==> config.mk <==
export PLATFORM = sky130hd
export DESIGN_NAME = fifo_skew_ctrl
export DESIGN_NICKNAME = d
export VERILOG_FILES = /design/src/rtl/fifo_skew_pkg.sv /design/src/rtl/fifo_skew_ctrl_skew_window.sv /design/src/rtl/fifo_skew_ctrl.sv
export SDC_FILE = /design/constraint.sdc
export NUM_CORES = 1
export LEC_CHECK = 0
export BUFFER_PORTS_ARGS = -buffer_cell sky130_fd_sc_hd__buf_2
export CORE_ASPECT_RATIO = 1.2
export CORE_UTILIZATION = 25
export DETAILED_ROUTE_END_ITERATION = 8
export HOLD_SLACK_MARGIN = 0.1
export SLEW_MARGIN = 15
export SYNTH_ARGS = -nofsm -noshare
export SYNTH_HDL_FRONTEND = slang
export SYNTH_SLANG_ARGS = --single-unit
==> constraint.sdc <==
create_clock -name clk -period 4 [get_ports clk]
set_input_delay 0 -clock clk [delete_from_list [all_inputs] [get_ports clk]]
set_output_delay 0 -clock clk [all_outputs]
set_load 0.1 [all_outputs]
==> src/rtl/fifo_skew_pkg.sv <==
// -----------------------------------------------------------------------------
// fifo_skew_pkg
// Shared types and helpers for the transpose-FIFO skew sequencer.
//   state_e       : sequencer states (IDLE, SKEW, DRAIN, DONE)
//   cnt_width()   : width of the cycle counter, enough for 2*DEPTH+DRAIN
// -----------------------------------------------------------------------------
package fifo_skew_pkg;

  typedef enum logic [1:0] {
    ST_IDLE  = 2'd0,
    ST_SKEW  = 2'd1,
    ST_DRAIN = 2'd2,
    ST_DONE  = 2'd3
  } state_e;

  // The counter must reach 2*DEPTH-2 in SKEW and DRAIN-1 in DRAIN; sizing it
  // for the whole tile length keeps every compare bound representable.
  function automatic int cnt_width(input int depth, input int drain);
    return $clog2(2 * depth + drain);
  endfunction

endpackage : fifo_skew_pkg

==> src/rtl/fifo_skew_ctrl_skew_window.sv <==
// -----------------------------------------------------------------------------
// skew_window
// Combinational diagonal-skew mask. Row i is live while the skew counter t is
// inside [i, i+DEPTH-1], so row i starts i cycles after row 0 and every row is
// live for exactly DEPTH counter values. Also used by the array-side column
// controller.
// Ports:
//   t_i         [CNT_W-1:0] skew counter value
//   en_i                    window active (sequencer is in its skew phase)
//   stall_i                 back-pressure; blanks the whole mask
//   row_valid_o [DEPTH-1:0] per-row live-operand mask
// -----------------------------------------------------------------------------
module skew_window #(
  parameter int DEPTH = 8,
  parameter int CNT_W = 5
) (
  input  logic [CNT_W-1:0] t_i,
  input  logic             en_i,
  input  logic             stall_i,
  output logic [DEPTH-1:0] row_valid_o
);

  always_comb begin
    row_valid_o = '0;
    for (int i = 0; i < DEPTH; i++) begin
      logic [CNT_W-1:0] lo;
      logic [CNT_W-1:0] hi;
      lo = CNT_W'(i);
      hi = CNT_W'(i + DEPTH - 1);
      row_valid_o[i] = en_i && !stall_i && (t_i >= lo) && (t_i <= hi);
    end
  end

endmodule : skew_window

==> src/rtl/fifo_skew_ctrl.sv <==
// -----------------------------------------------------------------------------
// fifo_skew_ctrl
// Sequencer for a bank of DEPTH transpose FIFOs feeding a DEPTH-wide systolic
// array. A tile-load handshake pulses the bank-wide write enable, then per-FIFO
// shift enables are staggered so row i starts i cycles after row 0. busy is
// held through an array drain window, after which done pulses for one cycle.
//
// Parameters:
//   DEPTH (>=2) : number of FIFOs/rows and elements per FIFO
//   DRAIN (>=1) : idle cycles after the last shift for array pipeline drain
// Ports:
//   clk, rst          : clock, synchronous active-high reset
//   ld_valid/ld_ready : tile-load handshake (ready only when idle)
//   wr_en             : broadcast FIFO write enable, same edge as handshake
//   stall             : downstream back-pressure, freezes SKEW/DRAIN
//   shift_en[DEPTH]   : per-FIFO shift enable
//   row_valid[DEPTH]  : per-row live-operand flag
//   busy, done        : tile in flight / one-cycle completion pulse
//   stall_cycles[32]  : only with FIFO_SKEW_PERF_EN defined; saturating count
//                       of stalled SKEW/DRAIN cycles for the current tile
// Build option: define FIFO_SKEW_PERF_EN to add the stall_cycles counter.
// FIFO contents live outside this block and are not cleared by rst.
// -----------------------------------------------------------------------------
module fifo_skew_ctrl
  import fifo_skew_pkg::*;
#(
  parameter int DEPTH = 8,
  parameter int DRAIN = 8
) (
  input  logic             clk,
  input  logic             rst,
  input  logic             ld_valid,
  output logic             ld_ready,
  output logic             wr_en,
  input  logic             stall,
  output logic [DEPTH-1:0] shift_en,
  output logic [DEPTH-1:0] row_valid,
  output logic             busy,
  output logic             done
`ifdef FIFO_SKEW_PERF_EN
  ,
  output logic [31:0]      stall_cycles
`endif
);

  localparam int CNT_W = cnt_width(DEPTH, DRAIN);

  localparam logic [CNT_W-1:0] SKEW_LAST  = CNT_W'(2 * DEPTH - 2);
  localparam logic [CNT_W-1:0] DRAIN_LAST = CNT_W'(DRAIN - 1);

  state_e           state_q, state_d;
  logic [CNT_W-1:0] cnt_q, cnt_d;
  logic             handshake;

  assign handshake = ld_valid && (state_q == ST_IDLE);

  // ---------------------------------------------------------------------------
  // State and counter registers
  // ---------------------------------------------------------------------------
  // NOTE: sequential state uses non-blocking assignments so every register
  // samples its next-state value from the same pre-edge snapshot.
  always_ff @(posedge clk) begin
    if (rst) begin
      state_q <= ST_IDLE;
      cnt_q   <= '0;
    end else begin
      state_q <= state_d;
      cnt_q   <= cnt_d;
    end
  end

  // ---------------------------------------------------------------------------
  // Next-state logic. Stall only freezes progress in SKEW and DRAIN; DONE
  // always returns to IDLE so the completion pulse is exactly one cycle.
  // ---------------------------------------------------------------------------
  always_comb begin
    // NOTE: defaults first so no path leaves a variable unassigned (no latch).
    state_d = state_q;
    cnt_d   = cnt_q;
    unique case (state_q)
      ST_IDLE: begin
        if (handshake) begin
          state_d = ST_SKEW;
          cnt_d   = '0;
        end
      end
      ST_SKEW: begin
        if (!stall) begin
          if (cnt_q == SKEW_LAST) begin
            state_d = ST_DRAIN;
            cnt_d   = '0;
          end else begin
            cnt_d = cnt_q + CNT_W'(1);
          end
        end
      end
      ST_DRAIN: begin
        if (!stall) begin
          if (cnt_q == DRAIN_LAST) begin
            state_d = ST_DONE;
            cnt_d   = '0;
          end else begin
            cnt_d = cnt_q + CNT_W'(1);
          end
        end
      end
      ST_DONE: begin
        state_d = ST_IDLE;
        cnt_d   = '0;
      end
      default: begin
        state_d = ST_IDLE;
        cnt_d   = '0;
      end
    endcase
  end

  // ---------------------------------------------------------------------------
  // Outputs
  // ---------------------------------------------------------------------------
  assign ld_ready = (state_q == ST_IDLE);
  assign wr_en    = handshake;
  assign busy     = (state_q != ST_IDLE);
  assign done     = (state_q == ST_DONE);

  skew_window #(
    .DEPTH (DEPTH),
    .CNT_W (CNT_W)
  ) u_skew_window (
    .t_i         (cnt_q),
    .en_i        (state_q == ST_SKEW),
    .stall_i     (stall),
    .row_valid_o (row_valid)
  );

  // A FIFO shifts exactly when its row presents a live operand.
  assign shift_en = row_valid;

`ifdef FIFO_SKEW_PERF_EN
  // ---------------------------------------------------------------------------
  // Stall-cycle counter: restarts with each tile, holds after done so software
  // can read it between tiles, and saturates instead of wrapping.
  // ---------------------------------------------------------------------------
  logic [31:0] stall_cnt_q;
  logic        stall_seen;

  assign stall_seen = stall && ((state_q == ST_SKEW) || (state_q == ST_DRAIN));

  always_ff @(posedge clk) begin
    if (rst || handshake) begin
      stall_cnt_q <= '0;
    end else if (stall_seen && (stall_cnt_q != '1)) begin
      stall_cnt_q <= stall_cnt_q + 32'd1;
    end
  end

  assign stall_cycles = stall_cnt_q;
`endif

endmodule : fifo_skew_ctrl

==> results of run 1 <==
state kept, by name, indices dropped and copies added, names as in the netlist:
register / count
state_q: 2
cnt_q: 5
power by group through the flow:
stage	Sequential [uW]	Clock, uW	Combinational [uW]
after global routing	97.3	71.9	425
after global placement	95.3	0	391
after CTS	94.7	66.9	396
final	94.9	63.8	395
after floorplan	92.9	0	346
after detailed placement	96.3	0	395
how the worst max path moves through the flow:
stage | depth (start not counted) | slack [ns] | start | to
6_report | 5 | 1.81 | state_q[0] | row_valid[3]
5_1_grt | 6 | 1.56 | cnt_q[1] | shift_en[7]
4_1_cts | 6 | 1.79 | state_q[1] | row_valid[3]
3_5_place_dp | 6 | 2.07 | state_q[1] | row_valid[3]
3_3_place_gp | 6 | 2.10 | cnt_q[1] | row_valid[7]
2_1_floorplan | 6 | 0.006 | state_q[1] | shift_en[1]
kinds of logic (layout without fill, tap and decap cells):
logic type	Yosys count	in the layout	synth area share [%]
multiplexers	1	1	1.26
adder cells (fa/ha/maj)	7	7	11.0
AND/OR/NAND/NOR	37	37	27.9
AO/OA/AOI/OAI	30	30	25.3
flip-flops	7	7	17.6
buffers and inverters	23	37	17.0
repair_timing:
| item | in CTS | in global routing |
|---|---|---|
| hold buffers | 1 | 0 |
| endpoints found under the setup margin | 0 | 0 |
| hold endpoints to repair | 5 | 0 |
layer usage:
layer	GRT usage, %	vias to the layer above	share of wire, %
li1	-	395	-
met4	4.93	0	0.66
met5	0	-	0
met1	15.5	362	47
met2	20.2	21	47
met3	2.14	2	5.2
area by class of cell:
type | instances | area [sq um] | share of cell area [%]
multi-input combinational | 75 | 522 | 58.5
sequential | 7 | 140 | 15.7
timing repair buffer | 24 | 125 | 14.0
tap | 36 | 45.0 | 5.05
inverter | 9 | 33.8 | 3.79
clock buffer | 4 | 26.3 | 2.95
metrics by stage:
| step | util (%) | cell area, sq um |
|---|---|---|
| floorplan | - | 797 |
| global placement | 28.0 | 856 |
| detailed placement | 28.0 | 856 |
| CTS | 29.2 | 892 |
| global route | 29.2 | 892 |
| finish | 29.2 | 892 |
placed cells by master (no fill, tap or decap):
cell type,n
nand2_1,7
and3b_1,1
nor3_1,4
nand4b_4,1
clkbuf_4,3
nor2_1,6
nor3_2,1
nand2b_1,3
dlygate4sd3_1,1
o2111ai_1,1
a21boi_1,1
o311ai_0,1
nor3b_1,1
or3b_1,2
a21oi_2,1
o21bai_1,1
dfxtp_1,7
o211ai_1,1
o21ai_1,1
a21oi_1,9
ha_1,7
buf_2,23
o32ai_1,2
o31a_1,1
nor4_1,1
nand3_1,3
mux2i_1,1
and3_2,1
inv_1,9
o21a_1,2
a221oi_1,1
o211a_1,1
clkbuf_1,1
o21ai_0,4
or4_1,1
nand4_1,2
and2_1,3
a211oi_1,3
worst max-delay path, cell delays in order (launching register included):
cell,delay [ns]
dfxtp_1,0.38
ha_1,0.25
or3b_1,0.50
a21oi_1,0.15
a21boi_1,0.21
buf_2,0.45
==> results.py, run 1 <==
metrics = {
    "power": {
        "power.density_mw_per_mm2": 620,
        "internal_power_uw": 208,
        "power_uw": 554,
        "ir_drop_v": 0.000562,
        "clock_power_share_pct": 11.5,
        "p_leak_uw": 0.000434,
        "p_seq_share_pct": 17.1,
        "p_sw_uw": 346,
        "combPwrFrac_pct": 71.3,
        "sw_frac_of_total_pct": 62.5,
    },
    "die": {
        "die_h_microns": 63.9,
        "ios": 24,
        "die_area_sq_mm": 0.00342,
        "die_w_microns": 53.5,
        "core_area_sq_mm": 0.00306,
        "row_count": 22,
        "start_util_pct": 26.1,
    },
    "timing": {
        "period_needed_ns": 2.19,
        "maxSlewViolCount": 0,
        "hold_viol": 0,
        "fin_worst_skew_ns": 0.00760,
        "min_period_over_period_pct": 54.7,
        "final.setup.worst_slack_ns": 1.81,
        "setup_viol": 0,
        "relSlewSlack_pct": 61.0,
        "tns_ns": 0,
        "clock.fmax_mhz": 457,
        "rsz0062_at_grt": "no",
        "worstMarginPinSlew_ns": 0.584,
        "whs_ns": 0.238,
    },
    "logic_synthesis": {
        "yosys_warnings": 0,
        "synth_edf_count": 0,
        "synth_common_cells": "buf_4, a21oi_1, inv_1",
        "yosys.area.top_type": "dfxtp_1",
        "synth_top_cells_by_area": "dfxtp_1, ha_1, buf_4, a21oi_1, inv_1",
        "synth-seq-cells": 7,
        "yosysUniqueCellTypes": 37,
        "ys_seq_area_share_pct": 17.6,
        "syn_area_per_cell_sq_um": 7.59,
        "async_flop_share_pct": 0,
        "syn_nets": 116,
        "synth_most_common_cell": "buf_4",
        "synth_area_sq_um": 797,
        "synth-main-ff-cell": "dfxtp_1",
        "syn_inst": 105,
        "synth.top_cell.area_share_pct": 17.6,
    },
    "setup_path": {
        "worstSetupPathType": "reg -> out",
        "crit_path_start_kind": "flop",
        "r2r_start": "cnt_q[1]",
        "worstPathArrival_ns": 2.19,
        "reg2reg_to": "state_q[1]",
        "rr_worst_depth": 5,
        "ff2ff_setup_slack_ns": 2.10,
        "cp_max_fo": 8,
        "endpoint_kind": "output pin",
        "required_ns": 4.00,
    },
    "clock_tree": {
        "clockBufferDepth": 2,
        "post_cts_buffers": 0,
        "cts_sinks": 7,
        "cts_resized": 0,
        "clk_pin_slew_ns": 0.06,
        "cts_buffers": 3,
        "htreeDepth": 1,
        "clk_latency_ns": 0.25,
        "cts_tree": "built",
        "clock-root-buffer": "clkbuf_4",
    },
    "grt": {
        "overflow": 0,
        "groute.usage.overall_pct": 12.3,
        "grt_pass1_wl_microns": 3230,
        "grt_max_degree": 19,
        "antenna_found_initial": 0,
        "grt_pass1_vias": 744,
    },
    "min_path": {
        "hold-path-endpoint": "cnt_q[4]",
        "hold-path-cell-count": 5,
        "worstHoldStart": "stall",
        "hp-class": "in -> reg",
    },
    "cells_and_area": {
        "drive_gt1_share_pct": 25.2,
        "fill_cells": 334,
        "syn_to_final_growth_pct": 11.9,
        "nets": 131,
        "stdcell_count": 155,
        "insertedDiodeCount": 0,
    },
    "run_status": {
        "outcome": "complete, no violations",
    },
    "detailed_routing": {
        "wl_microns": 1830,
        "num_vias": 780,
        "vias_per_cell": 5.03,
        "drtIter0Drc": 14,
        "drc": 0,
        "avgRoutedWirePerCell_microns": 11.8,
        "ant_nets": 0,
        "firstDrtPassIters": 3,
    },
    "place": {
        "pre_cts_ws_ns": 2.07,
        "portBuffers": 23,
        "place_hpwl_microns": 1460,
        "finalWeightedCongestion": 0.824,
        "dp.cells": 150,
    },
    "run": {
        "maxCapViolations": 0,
    },
}
(Power assumes the default switching activity.)
==> run 2, diff against run 1 <==
Clock period 4 ns to 2.2 ns, I/O delays scaled along.
==> run 2 against run 1 <==
Against the previous run:
- cell count increased by 1.9%
- die area is the same
- setup slack worse by 1.6 ns
- via count increased by 3.5%
- core utilization is 8.7 points higher
- cell area up 30%
- largest cell class unchanged
- highest routed layer unchanged
==> results.py, run 2 (synthesis results as in run 1) <==
metrics = {
    "run_status": {
        "outcome": "complete, no violations",
    },
    "clock_tree": {
        "cts_tree": "built",
        "htreeDepth": 1,
        "cts_sinks": 7,
        "clk_pin_slew_ns": 0.05,
        "post_cts_buffers": 0,
        "cts_buffers": 3,
        "clock-root-buffer": "clkbuf_4",
        "clk_latency_ns": 0.25,
        "clockBufferDepth": 2,
    },
    "setup_path": {
        "startpoint": "cnt_q[1]",
        "endpoint_kind": "output pin",
        "r2r_start": "state_q[0]",
        "rr_worst_depth": 6,
        "worstSetupPathType": "reg -> out",
        "cp_max_fo": 8,
        "required_ns": 2.20,
        "reg2reg_to": "state_q[0]",
        "crit_path_start_kind": "flop",
        "worstPathArrival_ns": 1.96,
        "endpoint": "row_valid[5]",
        "ff2ff_setup_slack_ns": 0.34,
    },
    "power": {
        "sw_frac_of_total_pct": 61.7,
        "clock_power_share_pct": 10.3,
        "p_seq_share_pct": 16.7,
        "ir_drop_v": 0.00105,
        "internal_power_uw": 417,
        "p_leak_uw": 0.000477,
        "power.density_mw_per_mm2": 939,
        "p_sw_uw": 670,
        "power_uw": 1090,
        "combPwrFrac_pct": 73.0,
    },
    "grt": {
        "groute.usage.overall_pct": 12.5,
        "grt_pass1_vias": 742,
        "gr-usage-met3_pct": 2.14,
        "antenna_found_initial": 0,
        "grt_pass1_wl_microns": 3310,
        "overflow": 0,
        "gr-usage-met1_pct": 16.6,
        "grtUsageMet2_pct": 20.0,
        "grt-busiest-layer": "met2",
        "grt_max_degree": 15,
    },
    "place": {
        "placed_area_sq_mm": 0.00111,
        "place_hpwl_microns": 1500,
        "portBuffers": 23,
        "pre_cts_ws_ns": 0.278,
        "finalWeightedCongestion": 0.836,
    },
    "timing": {
        "setup_viol": 0,
        "clock.fmax_mhz": 509,
        "rsz0062_at_grt": "no",
        "worstMarginPinSlew_ns": 0.584,
        "min_period_over_period_pct": 89.2,
        "final.setup.worst_slack_ns": 0.237,
        "hold_viol": 0,
        "relSlewSlack_pct": 60.8,
        "period_needed_ns": 1.96,
        "maxSlewViolCount": 0,
        "whs_ns": 0.252,
        "tns_ns": 0,
        "fin_worst_skew_ns": 0.00446,
    },
    "detailed_routing": {
        "avgRoutedWirePerCell_microns": 12.0,
        "drc": 0,
        "wl_microns": 1900,
        "ant_nets": 0,
        "num_vias": 807,
        "drtIter0Drc": 7,
        "vias_per_cell": 5.11,
        "firstDrtPassIters": 4,
    },
    "die": {
        "die_area_sq_mm": 0.00342,
        "die_h_microns": 63.9,
        "core_area_sq_mm": 0.00306,
        "row_count": 22,
        "start_util_pct": 26.1,
        "die_w_microns": 53.5,
        "ios": 24,
    },
    "cells_and_area": {
        "syn_to_final_growth_pct": 45.4,
        "design_area_sq_mm": 0.00116,
        "insertedDiodeCount": 0,
        "mostFrequentLayoutCells": "buf_2, inv_1, buf_12",
        "fill_cells": 311,
        "final_common_cell": "buf_2",
        "largestRegisters": "cnt_q (5), state_q (2)",
        "largest-register": "cnt_q",
        "drive_gt1_share_pct": 38.5,
        "nets": 134,
        "largest_register_ffs": 5,
    },
    "min_path": {
        "hp-class": "in -> reg",
    },
    "run": {
        "maxCapViolations": 0,
    },
}
-- run 2: cell types whose count changed in the layout (fill, tap and decap cells not counted), sizes merged --
cell	change
buf	+1
clkbuf	+2
-- run 2: what timing repair did --
item,in CTS,in global routing
resized for setup,0,5
setup endpoints to repair,0,10
hold buffers,1,0
hold endpoints to repair,5,0
-- run 2: power groups by stage --
stage	Clock [uW]	Sequential, uW	Combinational (uW)
after floorplan	0	177	685
after CTS	117	182	787
after detailed placement	0	184	780
after global placement	0	182	776
after global routing	125	186	846
final	112	181	794
-- run 2: routing by layer --
metal | wire length, microns | up-vias
met5 | 0 | -
met4 | 11 | 0
met3 | 77 | 2
met2 | 920 | 28
met1 | 892 | 372
li1 | - | 405
-- run 2: worst min-delay path by stage --
stage	cells past startpoint	start	slack, ns	endpoint
2_1_floorplan	1	rst	0.07	cnt_q[1]
3_3_place_gp	2	rst	0.25	cnt_q[4]
3_5_place_dp	2	rst	0.25	cnt_q[4]
4_1_cts	5	stall	0.25	cnt_q[4]
5_1_grt	5	stall	0.29	cnt_q[4]
6_report	5	stall	0.25	cnt_q[4]
-- run 2: final cells by class --
cell class / count / area (sq um) / share of cell area [%]
multi-input combinational: 75 / 638 / 55.1
timing repair buffer: 27 / 273 / 23.5
sequential: 7 / 143 / 12.3
tap: 36 / 45.0 / 3.89
inverter: 9 / 33.8 / 2.92
clock buffer: 4 / 26.3 / 2.27
-- run 2: through the flow --
| step | utilization (%) | cells |
|---|---|---|
| after detailed placement | 36.2 | 153 |
| after global routing | 37.9 | 158 |
| after CTS | 37.4 | 158 |
| after floorplan | - | 105 |
| final | 37.9 | 158 |
| after global placement | 36.2 | 153 |
-- run 2: critical path, stage by stage (launching register included) --
cell and delay [ns]:
dfxtp_1 0.47, inv_1 0.11, ha_1 0.20, nor3_1 0.20, nor2_1 0.10, o32ai_2 0.30
nor2_4 0.04, buf_2 0.29
==> run 3, diff against run 2 <==
Settings changed: SYNTH_HIERARCHICAL set to 1.
==> run 3 against run 2 <==
Against the previous run:
- hold slack gained 0.037 ns
- first-iteration DRC count down 57%
- sequential share of layout area up 5.1 points
- via count shrank 27%
- critical path depth is 2 lower
- clock skew rose by 0.0011 ns
- power is 1.3% higher
- die area fell by 15%
==> results.py, run 3 <==
metrics = {
    "logic_synthesis": {
        "syn_area_per_cell_sq_um": 8.11,
        "yosys.area.top_type": "dfxtp_1",
        "ys_seq_area_share_pct": 20.8,
        "synth_area_sq_um": 673,
        "synth_top_cells_by_area": "dfxtp_1, ha_1, buf_4, nor2_1, xor2_1",
        "synth_common_cells": "nor2_1, buf_4, dfxtp_1",
        "syn_inst": 83,
        "synth-main-ff-cell": "dfxtp_1",
        "syn_nets": 93,
        "synth_most_common_cell": "nor2_1",
        "yosys_warnings": 6,
        "async_flop_share_pct": 0,
        "synth-seq-cells": 7,
        "synth.top_cell.area_share_pct": 20.8,
        "synth_edf_count": 0,
        "yosysUniqueCellTypes": 32,
    },
    "timing": {
        "maxSlewViolCount": 0,
        "whs_ns": 0.288,
        "fin_worst_skew_ns": 0.00555,
        "worstMarginPinSlew_ns": 0.575,
        "setup_viol": 0,
        "relSlewSlack_pct": 61.6,
        "rsz0062_at_grt": "no",
        "hold_viol": 0,
        "min_period_over_period_pct": 93.7,
        "clock.fmax_mhz": 485,
        "tns_ns": 0,
        "period_needed_ns": 2.06,
    },
    "place": {
        "dp.cells": 128,
        "portBuffers": 23,
        "place_hpwl_microns": 955,
        "finalWeightedCongestion": 0.691,
    },
    "run_status": {
        "outcome": "complete, no violations",
    },
    "setup_path": {
        "cp.buffers_inverters": 2,
        "rr_worst_depth": 4,
        "crit_family": "simple AND/OR/NAND/NOR gates",
        "required_ns": 2.20,
        "crit_chain": "inv_1 -> ha_1 -> or3b_1 -> nor2_2 -> buf_2",
        "r2r_start": "cnt_q[3]",
        "crit_path_start_kind": "flop",
        "slowest_stage": "or3b_1",
        "endpoint_kind": "output pin",
        "worstPathArrival_ns": 2.06,
        "worstSetupPathType": "reg -> out",
        "cp_max_fo": 8,
        "crit_path_max_incr_delay_ns": 0.55,
        "ff2ff_setup_slack_ns": 0.56,
        "reg2reg_to": "state_q[0]",
    },
    "power": {
        "internal_power_uw": 408,
        "p_leak_uw": 0.000380,
        "power_uw": 1100,
        "p_seq_share_pct": 18.5,
        "p_sw_uw": 694,
        "combPwrFrac_pct": 70.9,
        "sw_frac_of_total_pct": 63.0,
        "ir_drop_v": 0.00132,
        "clock_power_share_pct": 10.7,
        "power.density_mw_per_mm2": 1370,
    },
    "die": {
        "die_h_microns": 58.8,
        "core_area_sq_mm": 0.00255,
        "die_area_sq_mm": 0.00290,
        "die_w_microns": 49.4,
        "row_count": 20,
        "ios": 24,
        "start_util_pct": 26.4,
    },
    "clock_tree": {
        "htreeDepth": 1,
        "cts_resized": 0,
        "clockBufferDepth": 2,
        "clock-root-buffer": "clkbuf_4",
        "cts_sinks": 7,
        "clk_pin_slew_ns": 0.05,
        "cts_tree": "built",
        "cts_buffers": 3,
        "clk_latency_ns": 0.25,
    },
    "min_path": {
        "worstHoldStart": "stall",
        "hold-path-endpoint": "cnt_q[2]",
        "hold-path-cell-count": 4,
        "hp-class": "in -> reg",
    },
    "detailed_routing": {
        "drtIter0Drc": 3,
        "vias_per_cell": 4.41,
        "ant_nets": 0,
        "num_vias": 586,
        "firstDrtPassIters": 4,
        "drc": 0,
        "wl_microns": 1280,
        "avgRoutedWirePerCell_microns": 9.59,
    },
    "grt": {
        "antenna_found_initial": 0,
        "grt_pass1_vias": 485,
        "groute.usage.overall_pct": 9.46,
        "grt_max_degree": 15,
        "grt_pass1_wl_microns": 2140,
        "overflow": 0,
    },
    "run": {
        "maxCapViolations": 0,
    },
    "cells_and_area": {
        "syn_to_final_growth_pct": 19.5,
        "final_common_cell": "buf_2",
        "seqCellArea_sq_um": 140,
        "multi_input_area_sq_um": 457,
        "largest_register_ffs": 5,
        "drive_gt1_share_pct": 38.0,
        "largest-register": "cnt_q",
        "nets": 111,
        "insertedDiodeCount": 0,
        "mostFrequentLayoutCells": "buf_2, nor2_2, dfxtp_1",
        "fill_cells": 283,
        "largestRegisters": "cnt_q (5), state_q (2)",
        "stdcell_count": 133,
    },
}
-- run 3: cell types whose count changed after synthesis, moves of 3 or more --
cell,change
nor2_1,+8
nand2_1,-5
xor2_1,+6
xnor2_1,+4
buf_4,-3
a21oi_1,-6
inv_1,-5
-- run 3: how the worst max path moves through the flow --
stage | startpoint | to | cells past startpoint
final | state_q[1] | row_valid[1] | 5
after global routing | state_q[1] | row_valid[4] | 5
after CTS | state_q[1] | row_valid[1] | 5
after detailed placement | state_q[1] | row_valid[1] | 5
after global placement | state_q[1] | shift_en[3] | 5
after floorplan | state_q[1] | shift_en[1] | 6
-- run 3: area by class of cell --
cell class / count / area share, %
inverters: 4 / 1.87
flip-flops and latches: 7 / 17.4
multi-input cells: 61 / 56.8
repair buffers: 24 / 15.6
well taps: 33 / 5.13
clock buffers: 4 / 3.27
-- run 3: per-stage QoR --
stage	cell area [sq um]	setup WS [ns]	utilization [%]
after CTS	805	0.114	31.5
after global routing	805	0.00597	31.5
final	805	0.139	31.5
after detailed placement	768	0.395	30.1
after global placement	768	0.439	30.1
after floorplan	693	-0.155	-
-- run 3: power by group through the flow --
| stage | Sequential [uW] | Combinational [uW] | Clock (uW) |
|---|---|---|---|
| finish | 204 | 781 | 117 |
| CTS | 205 | 786 | 124 |
| global route | 213 | 826 | 137 |
| floorplan | 193 | 708 | 0 |
| global placement | 206 | 778 | 0 |
| detailed placement | 208 | 778 | 0 |
-- run 3: repair_timing --
item,in CTS,in global routing
hold endpoints to repair,3,0
hold buffers,1,0
setup buffers,0,0
-- run 3: worst reg2reg max path, cell delays in order (launching register included) --
cell and delay [ns]:
dfxtp_1 0.68, nand4b_2 0.19, a22oi_2 0.30, a21oi_1 0.11, a311oi_1 0.26
-- run 3: cell families (layout without fill, tap and decap cells) --
| kind of cell | after synthesis | after routing | synth area share [%] |
|---|---|---|---|
| simple gates | 32 | 32 | 26.4 |
| buf+inv | 15 | 32 | 14.3 |
| compound gates | 12 | 12 | 12.8 |
| xor+xnor | 10 | 10 | 13.0 |
| flops | 7 | 7 | 20.8 |
| fa+ha+maj | 6 | 6 | 11.2 |
| mux | 1 | 1 | 1.49 |
-- run 3: metal layers --
layer,GRT usage [%],share of wire [%],vias to the layer above
li1,-,-,303
met2,15.7,47,28
met1,11.8,47,255
met4,3.67,0,0
met5,0,0,-
met3,2.33,6.3,0
